$ cat src/rtl/uart_pkg.sv
// Shared UART definitions: FSM states, data width, default divider and parity helper.
// Used by both the transmitter and the receiver check.
package uart_pkg;

  localparam int unsigned UART_DATA_W = 8;
  localparam int unsigned DIV_NUM_DEF = 16;

  typedef enum logic [2:0] {
    IDLE,
    START,
    DATA,
    PARITY,
    STOP
  } uart_state_e;

  // Byte being serialised plus its parity bit, latched together at pop time.
  typedef struct packed {
    logic                   parity;
    logic [UART_DATA_W-1:0] data;
  } uart_frame_t;

  function automatic logic uart_parity(input logic [UART_DATA_W-1:0] d);
    return ^d;
  endfunction

endpackage

$ cat src/rtl/uart_tx_frame_if.sv
// Read-side handshake between the TX byte FIFO (master) and the transmitter (slave).
interface uart_tx_frame_if;
  import uart_pkg::*;

  logic                   fifo_empty;
  logic [UART_DATA_W-1:0] txd_from_fifo;
  logic                   r_en;

  modport master (output fifo_empty, output txd_from_fifo, input r_en);
  modport slave  (input fifo_empty, input txd_from_fifo, output r_en);

endinterface

$ cat src/rtl/uart_baud_tick.sv
// Bit-period counter: counts 0..DIV_NUM-1 while not cleared, flags the last cycle of each bit.
module uart_baud_tick #(
  parameter  int unsigned DIV_NUM = 16,
  localparam int unsigned CNT_W   = (DIV_NUM > 1) ? $clog2(DIV_NUM) : 1
) (
  input  logic             clk,
  input  logic             rst,
  input  logic             i_clr,
  output logic [CNT_W-1:0] o_cnt,
  output logic             o_bit_end_c
);

  assign o_bit_end_c = (o_cnt == CNT_W'(DIV_NUM - 1));

  always_ff @(posedge clk) begin
    if (rst || i_clr || o_bit_end_c) begin
      o_cnt <= '0;
    end else begin
      o_cnt <= o_cnt + CNT_W'(1);
    end
  end

endmodule

$ cat src/rtl/uart_tx_frame.sv
// UART transmitter: pops one byte from a FWFT FIFO and sends start, 8 data bits LSB first,
// parity and STOP_BITS stop bits, each held for DIV_NUM clk_uart cycles.
module uart_tx_frame
  import uart_pkg::*;
#(
  parameter int unsigned DIV_NUM   = DIV_NUM_DEF,
  parameter int unsigned STOP_BITS = 2
) (
  input  logic            clk_uart,
  input  logic            rst,
  uart_tx_frame_if.slave  fifo_if,
  output logic            txd,
  output logic            tx_busy,
  output logic            tx_done
);

  localparam int unsigned CNT_W = (DIV_NUM > 1) ? $clog2(DIV_NUM) : 1;

  uart_state_e      r_state, w_state_nxt;
  uart_frame_t      r_frame, w_frame_nxt;
  logic [2:0]       r_bit_cnt, w_bit_cnt_nxt;
  logic             r_txd, w_txd_nxt;
  logic             r_tx_busy;
  logic             r_tx_done, w_tx_done_nxt;
  logic             w_r_en;
  logic [CNT_W-1:0] w_baud_cnt;
  logic             w_bit_end;
  logic             w_last_stop;

  uart_baud_tick #(.DIV_NUM(DIV_NUM)) u_baud (
    .clk         (clk_uart),
    .rst         (rst),
    .i_clr       (r_state == IDLE),
    .o_cnt       (w_baud_cnt),
    .o_bit_end_c (w_bit_end)
  );

  assign w_last_stop   = (r_bit_cnt == 3'(STOP_BITS - 1));
  assign fifo_if.r_en  = w_r_en && !rst;
  assign txd           = r_txd;
  assign tx_busy       = r_tx_busy;
  assign tx_done       = r_tx_done;

  // Next-state, shift register and registered-output precompute.
  always_comb begin
    w_state_nxt   = r_state;
    w_frame_nxt   = r_frame;
    w_bit_cnt_nxt = r_bit_cnt;
    w_r_en        = 1'b0;
    w_txd_nxt     = 1'b1;
    w_tx_done_nxt = 1'b0;

    case (r_state)
      IDLE: begin
        if (!fifo_if.fifo_empty) begin
          w_r_en             = 1'b1;
          w_frame_nxt.data   = fifo_if.txd_from_fifo;
          w_frame_nxt.parity = uart_parity(fifo_if.txd_from_fifo);
          w_state_nxt        = START;
        end
      end
      START: begin
        if (w_bit_end) begin
          w_state_nxt   = DATA;
          w_bit_cnt_nxt = 3'd0;
        end
      end
      DATA: begin
        if (w_bit_end) begin
          w_frame_nxt.data = {1'b1, r_frame.data[UART_DATA_W-1:1]};
          w_bit_cnt_nxt    = r_bit_cnt + 3'd1;
          if (r_bit_cnt == 3'd7) begin
            w_state_nxt = PARITY;
          end
        end
      end
      PARITY: begin
        if (w_bit_end) begin
          w_state_nxt   = STOP;
          w_bit_cnt_nxt = 3'd0;
        end
      end
      STOP: begin
        if (w_bit_end) begin
          if (w_last_stop) begin
            w_state_nxt = IDLE;
          end else begin
            w_bit_cnt_nxt = r_bit_cnt + 3'd1;
          end
        end
      end
      default: w_state_nxt = IDLE;
    endcase

    // txd is registered, so it follows the state being entered.
    case (w_state_nxt)
      START:   w_txd_nxt = 1'b0;
      DATA:    w_txd_nxt = w_frame_nxt.data[0];
      PARITY:  w_txd_nxt = r_frame.parity;
      default: w_txd_nxt = 1'b1;
    endcase

    // Registered one cycle early so the pulse lands on the final stop-bit cycle.
    w_tx_done_nxt = (r_state == STOP) && w_last_stop &&
                    (w_baud_cnt == CNT_W'(DIV_NUM - 2));
  end

  always_ff @(posedge clk_uart) begin
    if (rst) begin
      r_state   <= IDLE;
      r_frame   <= '1;
      r_bit_cnt <= 3'd0;
      r_txd     <= 1'b1;
      r_tx_busy <= 1'b0;
      r_tx_done <= 1'b0;
    end else begin
      r_state   <= w_state_nxt;
      r_frame   <= w_frame_nxt;
      r_bit_cnt <= w_bit_cnt_nxt;
      r_txd     <= w_txd_nxt;
      r_tx_busy <= (w_state_nxt != IDLE);
      r_tx_done <= w_tx_done_nxt;
    end
  end

endmodule

$ cat src/flat_wrapper.sv
// flat-port wrapper written by rule: the top's interface ports become plain ports
module uart_tx_frame_flat import uart_pkg::*;
#(
  parameter int unsigned DIV_NUM   = DIV_NUM_DEF,
  parameter int unsigned STOP_BITS = 2
)
  (clk_uart, rst, txd, tx_busy, tx_done, fifo_if_fifo_empty, fifo_if_txd_from_fifo, fifo_if_r_en);
  uart_tx_frame_if fifo_if_i ();
  input  logic clk_uart;
  input  logic rst;
  output logic txd;
  output logic tx_busy;
  output logic tx_done;
  input wire logic [$bits(fifo_if_i.fifo_empty)-1:0] fifo_if_fifo_empty;
  input wire logic [$bits(fifo_if_i.txd_from_fifo)-1:0] fifo_if_txd_from_fifo;
  output wire logic [$bits(fifo_if_i.r_en)-1:0] fifo_if_r_en;
  assign fifo_if_i.fifo_empty = fifo_if_fifo_empty;
  assign fifo_if_i.txd_from_fifo = fifo_if_txd_from_fifo;
  assign fifo_if_r_en = fifo_if_i.r_en;
  uart_tx_frame #(.DIV_NUM(DIV_NUM), .STOP_BITS(STOP_BITS)) u_core (.clk_uart(clk_uart), .rst(rst), .fifo_if(fifo_if_i), .txd(txd), .tx_busy(tx_busy), .tx_done(tx_done));
endmodule
$ cat config.mk
export PLATFORM = sky130hd
export DESIGN_NAME = uart_tx_frame_flat
export DESIGN_NICKNAME = d
export VERILOG_FILES = /design/src/rtl/uart_pkg.sv /design/src/rtl/uart_tx_frame_if.sv /design/src/rtl/uart_baud_tick.sv /design/src/rtl/uart_tx_frame.sv /design/src/flat_wrapper.sv
export SDC_FILE = /design/constraint.sdc
export NUM_CORES = 1
export LEC_CHECK = 0
export ABC_AREA = 1
export BUFFER_PORTS_ARGS = -buffer_cell sky130_fd_sc_hd__buf_2
export CAP_MARGIN = 0
export CORE_MARGIN = 5
export CORE_UTILIZATION = 40
export CTS_BUF_LIST = sky130_fd_sc_hd__clkbuf_16
export CTS_CLUSTER_DIAMETER = 60
export DETAILED_ROUTE_END_ITERATION = 12
export HOLD_SLACK_MARGIN = 0.05
export PLACE_DENSITY = 0.66
export SYNTH_ARGS = -nofsm -noshare
export SYNTH_HDL_FRONTEND = slang
export SYNTH_SLANG_ARGS = --single-unit
$ cat constraint.sdc
create_clock -name clk_uart -period 1.7 [get_ports clk_uart]
set_input_delay 0.17 -clock clk_uart [delete_from_list [all_inputs] [get_ports clk_uart]]
set_output_delay 0.17 -clock clk_uart [all_outputs]
set_load 0.01 [all_outputs]
==> results of run 1 <==
## worst max-delay path, cell delays in order (launching register included)
cell and delay [ns]:
sky130_fd_sc_hd__dfxtp_1 0.37, sky130_fd_sc_hd__ha_1 0.27, sky130_fd_sc_hd__nand2_2 0.13, sky130_fd_sc_hd__nor2_8 0.17, sky130_fd_sc_hd__nand3_2 0.09, sky130_fd_sc_hd__nand2_2 0.11, sky130_fd_sc_hd__nand2_2 0.06, sky130_fd_sc_hd__nand2_2 0.08
sky130_fd_sc_hd__nand3_2 0.06
## cells by family (layout without fill, tap and decap cells)
kind of cell	Yosys count	after routing	synth area share
simple gates	98	98	0.4223
flops	22	22	0.3506
buf+inv	20	35	0.06175
compound gates	11	11	0.05976
xor+xnor	8	8	0.05577
fa+ha+maj	5	5	0.04980
## synth_stat cells, drive strengths merged
| cell | count | area share |
|---|---|---|
| and3 | 1 | 0.0090 |
| buf | 2 | 0.0080 |
| nand3 | 26 | 0.13 |
| nand4 | 3 | 0.020 |
| inv | 18 | 0.054 |
| xnor2 | 4 | 0.028 |
| xor2 | 4 | 0.028 |
| nor2 | 21 | 0.10 |
| nor3b | 1 | 0.0060 |
| dfxtp | 22 | 0.35 |
| or2 | 1 | 0.0050 |
| nand2 | 45 | 0.15 |
| a22oi | 7 | 0.042 |
| ha | 5 | 0.050 |
| a21oi | 3 | 0.012 |
| o21bai | 1 | 0.0060 |
## sequential cells by signal (all words and copies together), names as in the netlist
name and count:
u_core.tx_busy 1, u_core.tx_done 1, u_core.r_state 3, u_core.r_frame 9
u_core.txd 1, u_core.u_baud.o_cnt 4, u_core.r_bit_cnt 3
## cells in the final DEF, fill, tap and decap left out, drive strengths merged
cell type,Yosys,final
ha,5,5
and3,1,1
nand2,45,45
nand3,26,26
o21bai,1,1
clkbuf,0,3
dfxtp,22,22
xnor2,4,4
xor2,4,4
nor2,21,21
a21oi,3,3
or2,1,1
nand4,3,3
a22oi,7,7
nor3b,1,1
buf,2,14
inv,18,18
## per-layer routing
layer  share of wire  wire length (um)  up-vias  GRT usage
met3           0.051               128        2    0.03401
met5               0                 0        -          0
met4          0.0075                19        0    0.03553
met1            0.44              1100      492     0.1526
li1                -                 -      567          -
met2            0.50              1271       21     0.2416
## worst max path at each step
stage / from / end / depth (start not counted)
global route: u_core.u_baud.o_cnt[0] / u_core.txd / 8
finish: u_core.u_baud.o_cnt[0] / u_core.txd / 8
floorplan: u_core.u_baud.o_cnt[0] / u_core.txd / 8
detailed placement: u_core.u_baud.o_cnt[0] / u_core.r_bit_cnt[1] / 7
global placement: u_core.u_baud.o_cnt[0] / u_core.txd / 8
CTS: u_core.u_baud.o_cnt[0] / u_core.r_bit_cnt[1] / 7
## where the power goes
group | internal [uW] | switching [uW] | leakage [uW]
combinational | 60.8 | 94.0 | 0.000495
sequential | 543 | 15.3 | 0.000181
clock | 310 | 165 | 0.0000370
## per-stage QoR
stage | worst slack, ns | cells | util | hold slack [ns]
final | 0.2500 | 223 | 0.4777 | 0.1710
after global routing | 0.1433 | 223 | 0.4777 | 0.2005
after CTS | 0.2531 | 223 | 0.4777 | 0.1615
after detailed placement | 0.2621 | 220 | 0.4529 | 0.4182
after global placement | 0.3263 | 220 | 0.4529 | 0.4171
after floorplan | 0.3885 | 164 | - | 0.2973
## layout make-up
class,count,share of cell area
inverters,18,0.04671
well taps,44,0.03806
clock buffers,3,0.05190
multi-input cells,122,0.5104
repair buffers,14,0.04844
flip-flops and latches,22,0.3045
==> out/results.md, run 1 <==
## Worst setup path
* arrival time at the worst endpoint: 1.59 ns
* worst reg2reg path endpoint: u_core.txd
* number of cells on the worst reg-to-reg path: 8
* slack of the worst reg-to-reg path: 0.25 ns
* worst reg2reg path startpoint: u_core.u_baud.o_cnt[0]
* endpoint type of the worst setup path: flip-flop
* critical-path maximum fanout: 8
* startpoint type of the worst setup path: flip-flop
* critical path class: flip-flop to flip-flop
* data required time at the worst endpoint: 1.84 ns

## GRT
* GR Overflow Total: 0
* via count of the first global-routing pass: 1102
* global-route wire length before repair: 4560 um
* all-layer global routing usage: 0.1328
* maximum number of pins on one net before global-route repair: 13
* number of antenna violations at the first check in global routing: 0

## Logic synthesis
* number of storage elements in the synthesis netlist: 22
* number of nets in the synthesized netlist: 180
* number of library cell types mapped by synthesis: 24
* Yosys warning total: 0
* count of mapped cells out of synthesis: 164
* combined area of all synthesized cells: 1256 sq um
* mean cell area of the mapped netlist: 7.660 sq um
* share of synthesized area occupied by flip-flops and latches: 0.3506

## Detailed routing
* first drt pass iteration count: 4
* post-DR vias/cell: 4.852
* routed length per placed instance: 11.30 um
* remaining design rule violation count: 0
* number of DRC markers after the initial detailed-route iteration: 40
* antenna viol nets, final: 0
* final WL: 2520 um
* Via Count: 1082

## Layout
* number of diodes: 0
* final instance area: 1446 sq um
* area occupied by registers: 440.4 sq um
* number of inserted filler cells in the final layout: 307
* Synth-to-Final Area Change: 15.14%
* nets@finish: 197
* area used by multi-input combinational logic: 738.2 sq um
* proportion of layout cells with a drive suffix above 1: 0.2402

## Hold path
* Hold Path Stages: 3
* Hold Startpoint: fifo_if_txd_from_fifo[5]
* Worst Hold Path EP: u_core.r_frame[5]
* type of the most critical hold path: input port to flip-flop

## Power and ir drop
* total power after layout: 1188 uW
* Pwr Density: 821.2 nW/um^2
* worst supply voltage drop on vdd: 0.4585 mV
* leakage power: 0.0007130 uW

## Placed design
* Final Wtd Congestion: 0.7960
* cell area after placement: 1371 sq um
* Port Buffer Count: 14
* half-perimeter wire length after detailed placement: 2035 um

## Clock network
* cell chosen for the clock root: sky130_fd_sc_hd__clkbuf_16
* clock sink total: 22
* number of buffers inserted to repair setup after CTS: 0
* count of hold-fix buffers inserted at cts: 0
* clock tree from TritonCTS: yes
* Clock Tree Buf Depth: 2
* number of H-tree branching levels: 1
* post-cts repair resize count: 0
* Skew-Pair Late Insertion Delay: 0.25 ns
* clock slew seen by the registers of the worst setup and hold paths: 0.05 ns
* number of buffers inserted during clock tree synthesis: 3

## Timing
* Min Clock Period, post-route: 1.450 ns
* max frequency: 689.7 MHz
* Worst-Margin Slew: 0.4043 ns
* RSZ-0062 raised after global routing: no
* number of endpoints with negative hold slack in the final report: 0
* Final TNS setup: 0 ns
* final number of setup-violating endpoints: 0
* Final Cycle Share: 0.8529
* Slew headroom: 0.7302
* final-report max-slew violation count: 0
* final clock skew: 0.001138 ns

## Floorplanning
* num ports: 15
* width of the die: 66.04 um
* count of standard-cell rows: 20
* core area: 3028 sq um
* initial standard-cell utilization of the core: 0.4149
* vertical extent of the die: 66.04 um
* full die area: 4361 sq um

## Job
* number of maximum-capacitance violations: 0

## Outcome
* status: complete, no violations

Note: power is estimated with default switching activity, not from simulation.
==> run 2: changes to the inputs <==
- CELL_PAD_IN_SITES_DETAIL_PLACEMENT: not set -> 1
- CELL_PAD_IN_SITES_GLOBAL_PLACEMENT: not set -> 1
- CORE_UTILIZATION: 40 -> 37
- PLACE_DENSITY: 0.66 -> 0.81
- clock period: 1.7 -> 1.32 ns (I/O delays scaled with it)
==> run 2 against run 1 <==
- global-route usage rose by 3.5 points
- critical path depth fell by 4
- sequential share of layout area fell by 2.3 points
- die area rose by 6.9%
- clock skew rose by 0.0016 ns
- power rose by 36%
- combinational power rose by 62%
- critical path type is now flip-flop to primary output
- largest cell class unchanged
- largest power group unchanged
==> out/results.md, run 2 (synthesized netlist as in run 1, its figures left out) <==
## Outcome
* status: complete, no violations

## Layout
* register with the highest flop count: u_core.r_frame
* nets@finish: 206
* most common cell after layout, fill and taps aside: sky130_fd_sc_hd__nand2_1
* proportion of layout cells with a drive suffix above 1: 0.3883
* non-filler cells, final: 234
* number of inserted filler cells in the final layout: 421
* area occupied by registers: 449.2 sq um
* final instance area: 1598 sq um
* registers with the highest flip-flop counts: u_core.r_frame (9), u_core.u_baud.o_cnt (4)
* flip-flop count of the largest register after layout: 9
* most frequent cells in the layout: 36 x sky130_fd_sc_hd__nand2_1, 17 x sky130_fd_sc_hd__nand3_1, 15 x sky130_fd_sc_hd__dfxtp_1
* Synth-to-Final Area Change: 27.19%
* number of diodes: 0
* area used by multi-input combinational logic: 805.8 sq um

## Worst setup path
* critical path's largest stage delay: 0.36 ns
* standard cell with the maximum stage delay on the critical path: sky130_fd_sc_hd__dfxtp_2
* cell chain of the critical path: nor2_4 -> nand3_4 -> nor2_2 -> buf_2
* critical path class: flip-flop to primary output
* slack of the worst reg-to-reg path: 0.02 ns
* endpoint type of the worst setup path: primary output
* critical-path maximum fanout: 5
* startpoint type of the worst setup path: flip-flop
* arrival time at the worst endpoint: 1.17 ns
* data required time at the worst endpoint: 1.19 ns

## Floorplanning
* width of the die: 68.27 um
* initial standard-cell utilization of the core: 0.3794
* core area: 3311 sq um
* vertical extent of the die: 68.27 um
* count of standard-cell rows: 21
* num ports: 15
* full die area: 4660 sq um

## Timing
* final-report max-slew violation count: 0
* final clock skew: 0.002734 ns
* Final Cycle Share: 0.9853
* Slew headroom: 0.8380
* Min Clock Period, post-route: 1.301 ns
* number of endpoints with negative hold slack in the final report: 0
* final number of setup-violating endpoints: 0
* Worst-Margin Slew: 0.2413 ns
* RSZ-0062 raised after global routing: yes
* max frequency: 768.8 MHz

## Clock network
* number of H-tree branching levels: 1
* clock sink total: 22
* Clock Tree Buf Depth: 2
* clock slew seen by the registers of the worst setup and hold paths: 0.06 ns
* count of hold-fix buffers inserted at cts: 0
* Skew-Pair Late Insertion Delay: 0.25 ns
* number of buffers inserted during clock tree synthesis: 3
* clock tree from TritonCTS: yes
* cell chosen for the clock root: sky130_fd_sc_hd__clkbuf_16

## Placed design
* placed cell count: 227
* Port Buffer Count: 14
* half-perimeter wire length after detailed placement: 2506 um
* Final Wtd Congestion: 0.8574
* cell area after placement: 1411 sq um

## GRT
* GR Overflow Total: 0
* number of antenna violations at the first check in global routing: 0
* global-route wire length before repair: 5768 um
* all-layer global routing usage: 0.1681
* maximum number of pins on one net before global-route repair: 12
* via count of the first global-routing pass: 1245

## Detailed routing
* number of DRC markers after the initial detailed-route iteration: 49
* Via Count: 1186
* antenna viol nets, final: 0
* remaining design rule violation count: 0
* routed length per placed instance: 15.06 um
* first drt pass iteration count: 5
* post-DR vias/cell: 5.068
* final WL: 3524 um

## Job
* number of maximum-capacitance violations: 0

## Power and ir drop
* worst supply voltage drop on vdd: 0.3517 mV
* Pwr Density: 1008 nW/um^2
* leakage power: 0.0007762 uW

## Hold path
* type of the most critical hold path: input port to flip-flop

-- run 2: worst max-delay path: cells and delay by family (launching register included) --
family	cells	cell delay, ns
flip-flops	1	0.36
buffers and inverters	1	0.13
AND/OR/NAND/NOR	3	0.43
-- run 2: stage by stage --
stage / setup WS [ns] / power (uW) / hold WS [ns] / TNS [ns] / util
after floorplan: 0.008491 / 874.9 / 0.2593 / 0 / -
after global placement: -0.002018 / 939.5 / 0.3798 / -0.003459 / 0.4263
after detailed placement: -0.09493 / 953.3 / 0.3908 / -0.5351 / 0.4263
after CTS: 0.007941 / 1606 / 0.1281 / 0 / 0.4633
after global routing: -0.06364 / 1674 / 0.1518 / -0.2157 / 0.4826
final: 0.01935 / 1611 / 0.1235 / 0 / 0.4826
-- run 2: power by group --
group / internal (uW) / switching [uW] / total (uW)
Sequential: 701 / 22.5 / 723
Clock: 400 / 237 / 638
Combinational: 101 / 149 / 251
-- run 2: repair_timing --
action,in CTS,in global routing
endpoints found under the setup margin,11,11
gates resized for setup,9,17
pin swaps,2,8
buffers inserted,2,2
hold endpoints to repair,0,0
-- run 2: layer usage --
metal	vias up	part of all wire	track usage	routed length, um
met5	-	0	0	0
met4	0	0.022	0.09181	78
met3	6	0.020	0.02627	71
met2	19	0.50	0.2936	1774
met1	575	0.45	0.1941	1599
li1	586	-	-	-
-- run 2: worst paths after layout --
kind / start / to / cells past startpoint
max reg2reg: u_core.u_baud.o_cnt[1] / u_core.txd / 8
min: fifo_if_txd_from_fifo[6] / u_core.r_frame[6] / 3
min reg2reg: u_core.r_frame[7] / u_core.r_frame[7] / 2
max: u_core.r_state[0] / fifo_if_r_en / 4
-- run 2: final cells by class --
class / instances / share of cell area
Sequential cell: 22 / 0.2811
Timing Repair Buffer: 23 / 0.08614
Multi-Input combinational cell: 122 / 0.5043
Inverter: 18 / 0.04542
Tap cell: 46 / 0.03602
Clock buffer: 3 / 0.04699
